`src/rtl/shift_pkg.sv`:
```
// Shared types and constants for the sequential right shifter.
package shift_pkg;

   localparam int WIDTH_DEFAULT   = 32;
   localparam int SHAMT_W_DEFAULT = 5;
   localparam int MULTIBIT_STEP   = 4;

   typedef enum logic [1:0] {
      IDLE  = 2'd0,
      SHIFT = 2'd1,
      DONE  = 2'd2
   } state_t;

endpackage

```
`src/rtl/shift_right_seq_if.sv`:
```
// Request/result bundle between the ALU control and the sequential right shifter.
interface shift_right_seq_if
   import shift_pkg::*;
#(
   parameter int WIDTH   = WIDTH_DEFAULT,
   parameter int SHAMT_W = SHAMT_W_DEFAULT
);

   logic               start;
   logic               arith;
   logic [SHAMT_W-1:0] shamt;
   logic [WIDTH-1:0]   value_in;
   logic               busy;
   logic               done;
   logic [WIDTH-1:0]   value_out;

   modport master (
      output start, arith, shamt, value_in,
      input  busy, done, value_out
   );

   modport slave (
      input  start, arith, shamt, value_in,
      output busy, done, value_out
   );

endinterface

```
`src/rtl/shift_right_step.sv`:
```
// Combinational single-step right shifter: zero fill (SRL) or sign fill (SRA).
module shift_right_step
   import shift_pkg::*;
#(
   parameter int WIDTH   = WIDTH_DEFAULT,
   parameter int SHAMT_W = SHAMT_W_DEFAULT
) (
   input  logic [WIDTH-1:0]   value,
   input  logic               arith,
   input  logic [SHAMT_W-1:0] step,
   output logic [WIDTH-1:0]   shifted
);

   always_comb begin
      // NOTE: kept as if/else so the signed >>> is not turned unsigned by a mixed-sign ?: expression.
      if (arith) begin
         shifted = $unsigned($signed(value) >>> step);
      end else begin
         shifted = value >> step;
      end
   end

endmodule

```
`src/rtl/shift_right_seq.sv`:
```
// Multi-cycle SRL/SRA unit for the MIPS ALU; define SHIFT_RIGHT_MULTIBIT_EN
// to retire four bit positions per cycle while the remaining count allows it.
module shift_right_seq
   import shift_pkg::*;
#(
   parameter int WIDTH   = WIDTH_DEFAULT,
   parameter int SHAMT_W = SHAMT_W_DEFAULT
) (
   input  logic             clk,
   input  logic             rst_n,
   shift_right_seq_if.slave bus
);

   state_t             state_q, state_d;
   logic [SHAMT_W-1:0] count_q;
   logic [SHAMT_W-1:0] step_sz;
   logic               arith_q;
   logic [WIDTH-1:0]   value_q;
   logic [WIDTH-1:0]   step_out;

`ifdef SHIFT_RIGHT_MULTIBIT_EN
   assign step_sz = (count_q >= SHAMT_W'(MULTIBIT_STEP)) ? SHAMT_W'(MULTIBIT_STEP)
                                                        : SHAMT_W'(1);
`else
   assign step_sz = SHAMT_W'(1);
`endif

   shift_right_step #(
      .WIDTH   (WIDTH),
      .SHAMT_W (SHAMT_W)
   ) u_step (
      .value   (value_q),
      .arith   (arith_q),
      .step    (step_sz),
      .shifted (step_out)
   );

   always_comb begin
      // NOTE: default first so every path assigns state_d and no latch is inferred.
      state_d = state_q;
      unique case (state_q)
         IDLE: begin
            if (bus.start) begin
               state_d = (bus.shamt != '0) ? SHIFT : DONE;
            end
         end
         SHIFT: begin
            // The step that brings the count to zero is the last one.
            if (count_q == step_sz) begin
               state_d = DONE;
            end
         end
         DONE:    state_d = IDLE;
         default: state_d = IDLE;
      endcase
   end

   // NOTE: sequential state uses non-blocking assignments only.
   always_ff @(posedge clk or negedge rst_n) begin
      if (!rst_n) begin
         state_q <= IDLE;
         count_q <= '0;
         arith_q <= 1'b0;
         value_q <= '0;
      end else begin
         state_q <= state_d;
         unique case (state_q)
            IDLE: begin
               if (bus.start) begin
                  value_q <= bus.value_in;
                  count_q <= bus.shamt;
                  arith_q <= bus.arith;
               end
            end
            SHIFT: begin
               value_q <= step_out;
               count_q <= count_q - step_sz;
            end
            default: ;
         endcase
      end
   end

   assign bus.busy      = (state_q != IDLE);
   assign bus.done      = (state_q == DONE);
   assign bus.value_out = value_q;

endmodule
```
`src/flat_wrapper.sv`:
```
// flat-port wrapper written by rule: the top's interface ports become plain ports
module shift_right_seq_flat import shift_pkg::*;
#(
   parameter int WIDTH   = WIDTH_DEFAULT,
   parameter int SHAMT_W = SHAMT_W_DEFAULT
)
  (clk, rst_n, bus_start, bus_arith, bus_shamt, bus_value_in, bus_busy, bus_done, bus_value_out);
  shift_right_seq_if #(.WIDTH(WIDTH), .SHAMT_W(SHAMT_W)) bus_i ();
  input  logic clk;
  input  logic rst_n;
  input wire logic [$bits(bus_i.start)-1:0] bus_start;
  input wire logic [$bits(bus_i.arith)-1:0] bus_arith;
  input wire logic [$bits(bus_i.shamt)-1:0] bus_shamt;
  input wire logic [$bits(bus_i.value_in)-1:0] bus_value_in;
  output wire logic [$bits(bus_i.busy)-1:0] bus_busy;
  output wire logic [$bits(bus_i.done)-1:0] bus_done;
  output wire logic [$bits(bus_i.value_out)-1:0] bus_value_out;
  assign bus_i.start = bus_start;
  assign bus_i.arith = bus_arith;
  assign bus_i.shamt = bus_shamt;
  assign bus_i.value_in = bus_value_in;
  assign bus_busy = bus_i.busy;
  assign bus_done = bus_i.done;
  assign bus_value_out = bus_i.value_out;
  shift_right_seq #(.WIDTH(WIDTH), .SHAMT_W(SHAMT_W)) u_core (.clk(clk), .rst_n(rst_n), .bus(bus_i));
endmodule
```
`config.mk`:
```
export PLATFORM = sky130hd
export DESIGN_NAME = shift_right_seq_flat
export DESIGN_NICKNAME = d
export VERILOG_FILES = /design/src/rtl/shift_pkg.sv /design/src/rtl/shift_right_seq_if.sv /design/src/rtl/shift_right_step.sv /design/src/rtl/shift_right_seq.sv /design/src/flat_wrapper.sv
export SDC_FILE = /design/constraint.sdc
export NUM_CORES = 1
export LEC_CHECK = 0
export CAP_MARGIN = 20
export CORE_UTILIZATION = 25
export CTS_CLUSTER_SIZE = 14
export DETAILED_ROUTE_END_ITERATION = 8
export GPL_ROUTABILITY_DRIVEN = 0
export GPL_TIMING_DRIVEN = 1
export HOLD_SLACK_MARGIN = 0.08
export PLACE_DENSITY = 0.52
export SYNTH_ARGS = -nofsm -noshare
export SYNTH_HDL_FRONTEND = slang
export SYNTH_SLANG_ARGS = --single-unit
export TNS_END_PERCENT = 1
```
`constraint.sdc`:
```
create_clock -name clk -period 1.7 [get_ports clk]
set_input_delay 0.34 -clock clk [delete_from_list [all_inputs] [get_ports clk]]
set_output_delay 0.34 -clock clk [all_outputs]
set_load 0.02 [all_outputs]
```
=== Word level (Yosys, flattened, before mapping) ===
Cells that the tools add are included.

* Flip-flop bits (word level): 40
* Bits of input ports: 41
* Output and inout bits: 34
* Logic and storage cells: 29

* Add/sub/neg operators: 1
* Equality and inequality tests: 6
* Mux-type cells: 9
* Reduce and logical (&&, ||, !) cells: 8

{| class="wikitable"
|+ Operators by type and width
! kind !! count
|-
| 32-bit two-way mux || 2
|-
| 32-bit one-hot mux with 2 select lines || 1
|-
| 5-bit one-hot mux with 2 select lines || 1
|-
| 2-bit two-way mux || 3
|-
| 2-bit AND reduction || 3
|-
| 5-bit by 1-bit equality test with 1-bit output (second input constant) || 1
|-
| 5-bit two-way mux || 1
|-
| 5-bit nonzero test || 1
|-
| 5-bit by 1-bit subtractor with 5-bit output (second input constant) || 1
|-
| 2-bit inequality test (second input constant) || 2
|-
| 2-bit one-hot mux with 2 select lines || 1
|-
| 2-bit nonzero test || 2
|-
| 3-bit AND reduction || 1
|-
| 2-bit by 1-bit equality test with 1-bit output (second input constant) || 1
|-
| 2-bit equality test (second input constant) || 1
|-
| 2-bit zero test || 1
|-
| 2-bit by 1-bit inequality test with 1-bit output (second input constant) || 1
|}

=== Depth between registers and ports, before layout ===
* Depth after elaboration: 4
* Gate-level depth with buffers: 5
* Gate-level depth less buffers: 5

=== By module ===
From an unflattened synthesis, not the netlist that was laid out.

* Cells, all modules: 458
* Area total of the unflattened synthesis: 4137.7 um2

{| class="wikitable"
|+ Modules (own cells, without submodules)
! module !! instances !! cells each !! area an instance (um2) !! seq. area each (um2)
|-
| shift_right_step || 1 || 263 || 2094.5 || 0.0
|-
| shift_right_seq || 1 || 195 || 2043.2 || 1001.0
|}

=== Least setup slack after synthesis ===
No wires, ideal clock.

* Path kind: reg2reg
* Start: reg u_core.count_q[0]
* End: reg u_core.count_q[4]
* Setup time: 116 ps
* Data arrival time: 1311 ps
* Data required time: 1584 ps
* Slack: 274 ps
* Cell stages (with the launch flop): 5
* Path buffers: 0
* Period minus slack after synthesis: 1426 ps
* Path through: dfrtp_1 inv_1 ha_1 or3b_2 o311ai_0

* Longest elaborated chain between the ends: 2

{| class="wikitable"
|+ Ends and longest elaborated chain
! what !! RTL line !! source
|-
| from (decl) || shift_right_seq.sv:15 || <nowiki>logic [SHAMT_W-1:0] count_q;</nowiki>
|-
| from (signal assigned) || shift_right_seq.sv:71 || <nowiki>count_q <= bus.shamt;</nowiki>
|-
| from (signal assigned) || shift_right_seq.sv:77 || <nowiki>count_q <= count_q - step_sz;</nowiki>
|-
| 5-bit by 1-bit subtractor with 5-bit output || shift_right_seq.sv:77 ||
|-
| 5-bit one-hot mux with 2 select lines || shift_right_seq.sv:67 || <nowiki>unique case (state_q)</nowiki>
|}

Every way passes these cells.
A chain may end at the register's enable or synchronous reset.

=== Worst setup path in the final report ===
* Start: reg u_core.value_q[31] (netlist: u_core.bus.value_out[31])
* End: out bus_value_out[31]

{| class="wikitable"
|+ RTL lines
! what !! RTL line !! source
|-
| from (decl) || shift_right_seq.sv:18 || <nowiki>logic [WIDTH-1:0] value_q;</nowiki>
|-
| from (signal assigned) || shift_right_seq.sv:70 || <nowiki>value_q <= bus.value_in;</nowiki>
|-
| from (signal assigned) || shift_right_seq.sv:76 || <nowiki>value_q <= step_out;</nowiki>
|-
| to (decl) || flat_wrapper.sv:17 || <nowiki>output wire logic [$bits(bus_i.value_out)-1:0] bus_value_out;</nowiki>
|}

No word-level cell between the ends.

==> results.yml <==
cells_and_area:
  diodes: 0
  fin_area_sq_um: 2920
  nNetsFinal: 316
  area_growth_pct: 56.02
  instances_no_fill: 373
  post_route_cells_drive_above_1_share_pct: 8.759
  regArea_sq_um: 1001
  multiInputGateArea_sq_um: 780.7
  n_fill_cell: 745
setup_path:
  crit_buf_inv: 1
  cpMaxStageDelayCell: "clkdlybuf4s50_1"
  critPathCaptureType: "output pin"
  crit_family: "buffers and inverters"
  cp-start-kind: "flop"
  cp.arrival_ns: 1.33
  cp_data_required_time_ns: 1.36
  critical_path_class: "flop to output pin"
  slowest_delay_ns: 0.62
  worstPathMaxFanout: 4
  crit_chain: "clkdlybuf4s50_1"
outcome:
  status: "finished clean"
synthesis:
  syn-cell-area_sq_um: 1872
  ys_seq_area_share_pct: 53.48
  synth_fp_nets: 238
  synth_top_area_cell: "dfrtp_1"
  synth_cells: 195
  postSynthAreaPerCell_sq_um: 9.599
  synth_area_leaders: "dfrtp_1 53%, a22oi_1 12%, o21ai_0 8.6%, nand2_1 6.8%, clkbuf_1 2.0%"
  synth_top_family_by_area: "compound AO/OA/AOI/OAI gates"
  synth_compound_area_share_pct: 28.07
  yosys_most_used_dff: "dfrtp_1"
  synth-edff-count: 0
  synth-seq-cells: 40
  async_reset_ff_share_pct: 100.0
  synth-xor-area-share_pct: 0
  synth-simple-area-share_pct: 11.70
  synth.mux.area_fraction_pct: 0.6016
  synth_adder_area_share_pct: 1.337
  yosysWarningCount: 0
  synthDistinctLibCells: 29
  netlist.area_leader.share_pct: 53.48
floorplan:
  coreArea_sq_um: 7253
  io_pins: 75
  die_w_um: 88.53
  start_util_pct: 25.81
  die-height_um: 88.53
  die-area_sq_um: 7838
  rows: 31
clocking:
  cts-root-buf: "clkbuf_8"
  numCtsBuffers: 5
  cts_setup_buffers: 0
  cts_tree: "built"
  htreeDepth: 2
  cts.sinks: 40
  clk_pin_slew_worst_paths_ns: 0.08
  insertion_delay_ns: 0.29
  cts_buffer_depth: 2
timing:
  fin_ws_ns: 0.03042
  fin_skew_ns: 0.002607
  drv_slew: 0
  maxSlewHeadroom_pct: 64.69
  tightest_slew_ns: 0.5297
  setup_viol: 0
  finalHoldViolations: 0
  period_needed_ns: 1.670
  period_share_pct: 98.21
  fmax_ghz: 0.5990
global_route:
  antenna_found_initial: 0
  grt_pass1_vias: 1737
  gr-total-overflow: 0
  grt_pass1_wl_mm: 8.500
  grt.total_usage_pct: 14.23
  grt_max_degree: 39
routing:
  firstDrtPassIters: 4
  route.detailed.drc: 0
  via_per_inst: 4.775
  wl_mm: 5.261
  wire_per_inst_um: 14.10
  ant_nets: 0
  num_vias: 1781
  drt_iter0_drc: 69
power:
  power.internal_uw: 3091
  p_leak_uw: 0.001197
  pwr-share-clk_pct: 17.0
  power_frac_seq_pct: 34.1
  vdd_drop_max_v: 0.0006121
  p_total_uw: 5026
  p_sw_share_pct: 38.50
  switchingPower_uw: 1935
  comb_power_share_pct: 48.9
  p_per_area_nw_per_um2: 1721
place:
  dpl_cell_area_sq_um: 2783
  dp.cells: 364
  pre_cts_ws_ns: -0.1869
  port_buffers: 74
  hpwl_mm: 3.580
flow_run:
  maxCapViolCount: 0
hold_path:
  worstHoldPathType: "flop to flop"
synth_stat cells (all sizes together) (2+ instances only):
library cell,instances
o31a,2
dfrtp,40
a21oi,6
clkbuf,10
or3,2
nand3,3
a32oi,2
ha,2
o311ai,2
o21ai,32
buf,6
o22ai,2
nand2,34
inv,7
a2bb2oi,2
a22oi,31
through the flow:
stage | utilization, % | TNS, ns | hold WS [ns]
3_3_place_gp | 38.36 | -0.5226 | 0.3576
6_report | 40.26 | 0 | 0.4865
3_5_place_dp | 38.36 | -0.5146 | 0.3549
2_1_floorplan | - | 0 | 0.04441
5_1_grt | 40.26 | -0.0004049 | 0.5204
4_1_cts | 40.19 | 0 | 0.4925
worst min-delay path: stages, from the launching register on:
cell,delay [ns]
dfrtp_1,0.35
nand2_1,0.04
o21ai_0,0.06
per-layer routing:
metal / up-vias / global-route usage, % / routed length, um
met5: - / 0 / 0
met1: 848 / 18.26 / 2412
met2: 61 / 23.01 / 2423
met4: 0 / 5.425 / 63
met3: 7 / 3.731 / 361
li1: 865 / - / -
sequential cells by signal, summed over array words and instances (netlist names):
name,flops
u_core.bus.value_out,32
u_core.arith_q,1
u_core.state_q,2
u_core.count_q,5
timing repair:
action	4_1_cts	5_1_grt
gates resized for setup	3	2
setup endpoints to repair	3	2
cloned	0	0
hold buffers	1	0
hold endpoints to repair	21	0
kinds of logic (layout without fill, tap and decap cells):
logic type                 count (synthesis)  count (layout)
and+or+nand+nor                           48              48
DFF                                       40              40
AOI/OAI and AO/OA                         81              81
muxes                                      1               1
adders and majority gates                  2               2
buffers and inverters                     23             102
cell type report:
class / instances / share of cell area [%]
tap: 99 / 4.242
sequential: 40 / 34.28
clock inverter: 1 / 1.028
inverter: 7 / 0.8997
clock buffer: 7 / 3.299
multi-input combinational: 132 / 26.74
timing repair buffer: 87 / 29.52
power groups by stage:
stage / combinational [uW] / clock [uW] / sequential [uW]
finish: 2460 / 855 / 1710
global route: 2710 / 919 / 1780
CTS: 2500 / 875 / 1720
detailed placement: 2510 / 0 / 1730
global placement: 2480 / 0 / 1730
floorplan: 974 / 0 / 2070
cell usage in the layout, fill, tap and decap left out, drive strengths merged, types with 2 or more instances in the layout:
master	count
o21ai	32
o311ai	2
nand3	3
dfrtp	40
o31a	2
dlygate4sd2	3
ha	2
inv	7
a32oi	2
buf	13
o22ai	2
or3	2
clkdlybuf4s50	68
a21oi	6
dlymetal6s2s	2
a22oi	31
a2bb2oi	2
nand2	34
clkbuf	7
path summary, 6_finish.rpt:
check,slack [ns],cells past startpoint,from,end
max,0.03,1,u_core.bus.value_out[31],bus_value_out[31]
max reg2reg,0.14,4,u_core.count_q[0],u_core.count_q[4]
max in group asynchronous,0.66,3,rst_n,u_core.bus.value_out[23]
min,0.49,2,u_core.bus.value_out[0],u_core.bus.value_out[0]
min in group asynchronous,0.55,2,rst_n,u_core.bus.value_out[0]
min reg2reg,0.49,2,u_core.bus.value_out[0],u_core.bus.value_out[0]
(Power assumes the default switching activity.)
==> edit: new RTL, same flow settings <==
Change the package constant `WIDTH_DEFAULT` from 32 to 24.
--- a/src/rtl/shift_pkg.sv
+++ b/src/rtl/shift_pkg.sv
@@ -1,7 +1,7 @@
 // Shared types and constants for the sequential right shifter.
 package shift_pkg;
 
-   localparam int WIDTH_DEFAULT   = 32;
+   localparam int WIDTH_DEFAULT   = 24;
    localparam int SHAMT_W_DEFAULT = 5;
    localparam int MULTIBIT_STEP   = 4;
 
Ports: changed (resized bus_value_in and bus_value_out); port bits go from 75 to 59. The function was not compared with the original's and may differ.
==> edit against the unedited design <==
Area after synthesis shrank 15%; combinational power is 22% lower; largest power group unchanged; wire length fell by 19%; highest routed layer unchanged; final area shrank 20%; power down 24%; sequential cell count shrank 8; non-clock buffer count decreased by 18; setup slack better by 0.022 ns.
==> edit: results (changes against the unedited design) <==
stage;metric;value;unit;change
timing;clock_skew;0.00514;ns;was 0.00261 ns
routing;drtIter0Drc;66;;was 69
place;dp_worst_setup_slack;-0.0745;ns;was -0.187 ns
cells_and_area;fillers;628;;was 745
critical_path;max_stage_delay;0.64;ns;was 0.62 ns
cells_and_area;multi_input_cells;114;;was 132
global_routing;use_met1;0.176;;was 0.183
outcome;status;finished clean;;unchanged
logic_synthesis;seq_area_frac_synth;0.504;;was 0.535
logic_synthesis;netlist_top_cells_count;dfrtp_1, nand2_1, a22oi_1, o21ai_0, a21oi_1;;was dfrtp_1, nand2_1, o21ai_0, a22oi_1, clkbuf_1
cells_and_area;buf_share;0.284;;was 0.295
logic_synthesis;synth_cell_type_count;32;;was 29
timing;period_needed;1.65;ns;was 1.67 ns
cells_and_area;n_all_buffers;69;;was 87
cells_and_area;multi_input_area;678;um2;was 781 um2
global_routing;grt_max_degree;40;;was 39
critical_path;cp-endpoint;bus_value_out[14];;was bus_value_out[31]
critical_path;crit_fanout;3;;was 4
cells_and_area;clk_share;0.0333;;was 0.0433
cells_and_area;inverters_excl_clock;4;;was 7
routing;viasPerCell;4.68;;was 4.77
cells_and_area;largest_reg_flops;24;;was 32
global_routing;grt_pass1_wl;6840;um;was 8500 um
place;io_buffers;58;;was 74
power;p_leak;0.949;nW;was 1.20 nW
timing;worstMarginPinSlew;0.412;ns;was 0.530 ns
cells_and_area;drive_above_1_share;0.102;;was 0.0876
cells_and_area;fin_nets;261;;was 316
-- edit: cell families (layout without fill, tap and decap cells) --
kind of cell             count (synthesis)  in the layout  share of synthesized area
buffers and inverters                   18             80                     0.0709
AND/OR/NAND/NOR                         49             49                      0.154
AO/OA/AOI/OAI                           63             63                      0.255
adder cells (fa/ha/maj)                  2              2                     0.0157
flip-flops                              32             32                      0.504
-- edit: metal layers --
metal / vias up / routed length (um)
li1: 710 / -
met1: 655 / 2010
met2: 36 / 1930
met3: 7 / 229
met4: 0 / 69
met5: - / 0
-- edit: power by group --
| group | internal, W | leakage, nW | total [W] | switching (W) |
|---|---|---|---|---|
| logic | 0.000931 | 0.506 | 0.00191 | 0.000981 |
| clock network | 0.000278 | 0.0410 | 0.000545 | 0.000267 |
| registers | 0.00110 | 0.402 | 0.00135 | 0.000254 |
| total | 0.00231 | 0.949 | 0.00381 | 0.00150 |
-- edit: repair_timing --
item                       4_1_cts  5_1_grt
pin swaps                        0        0
resized for setup                2        1
setup endpoints to repair        2        1
hold buffers                     0        0
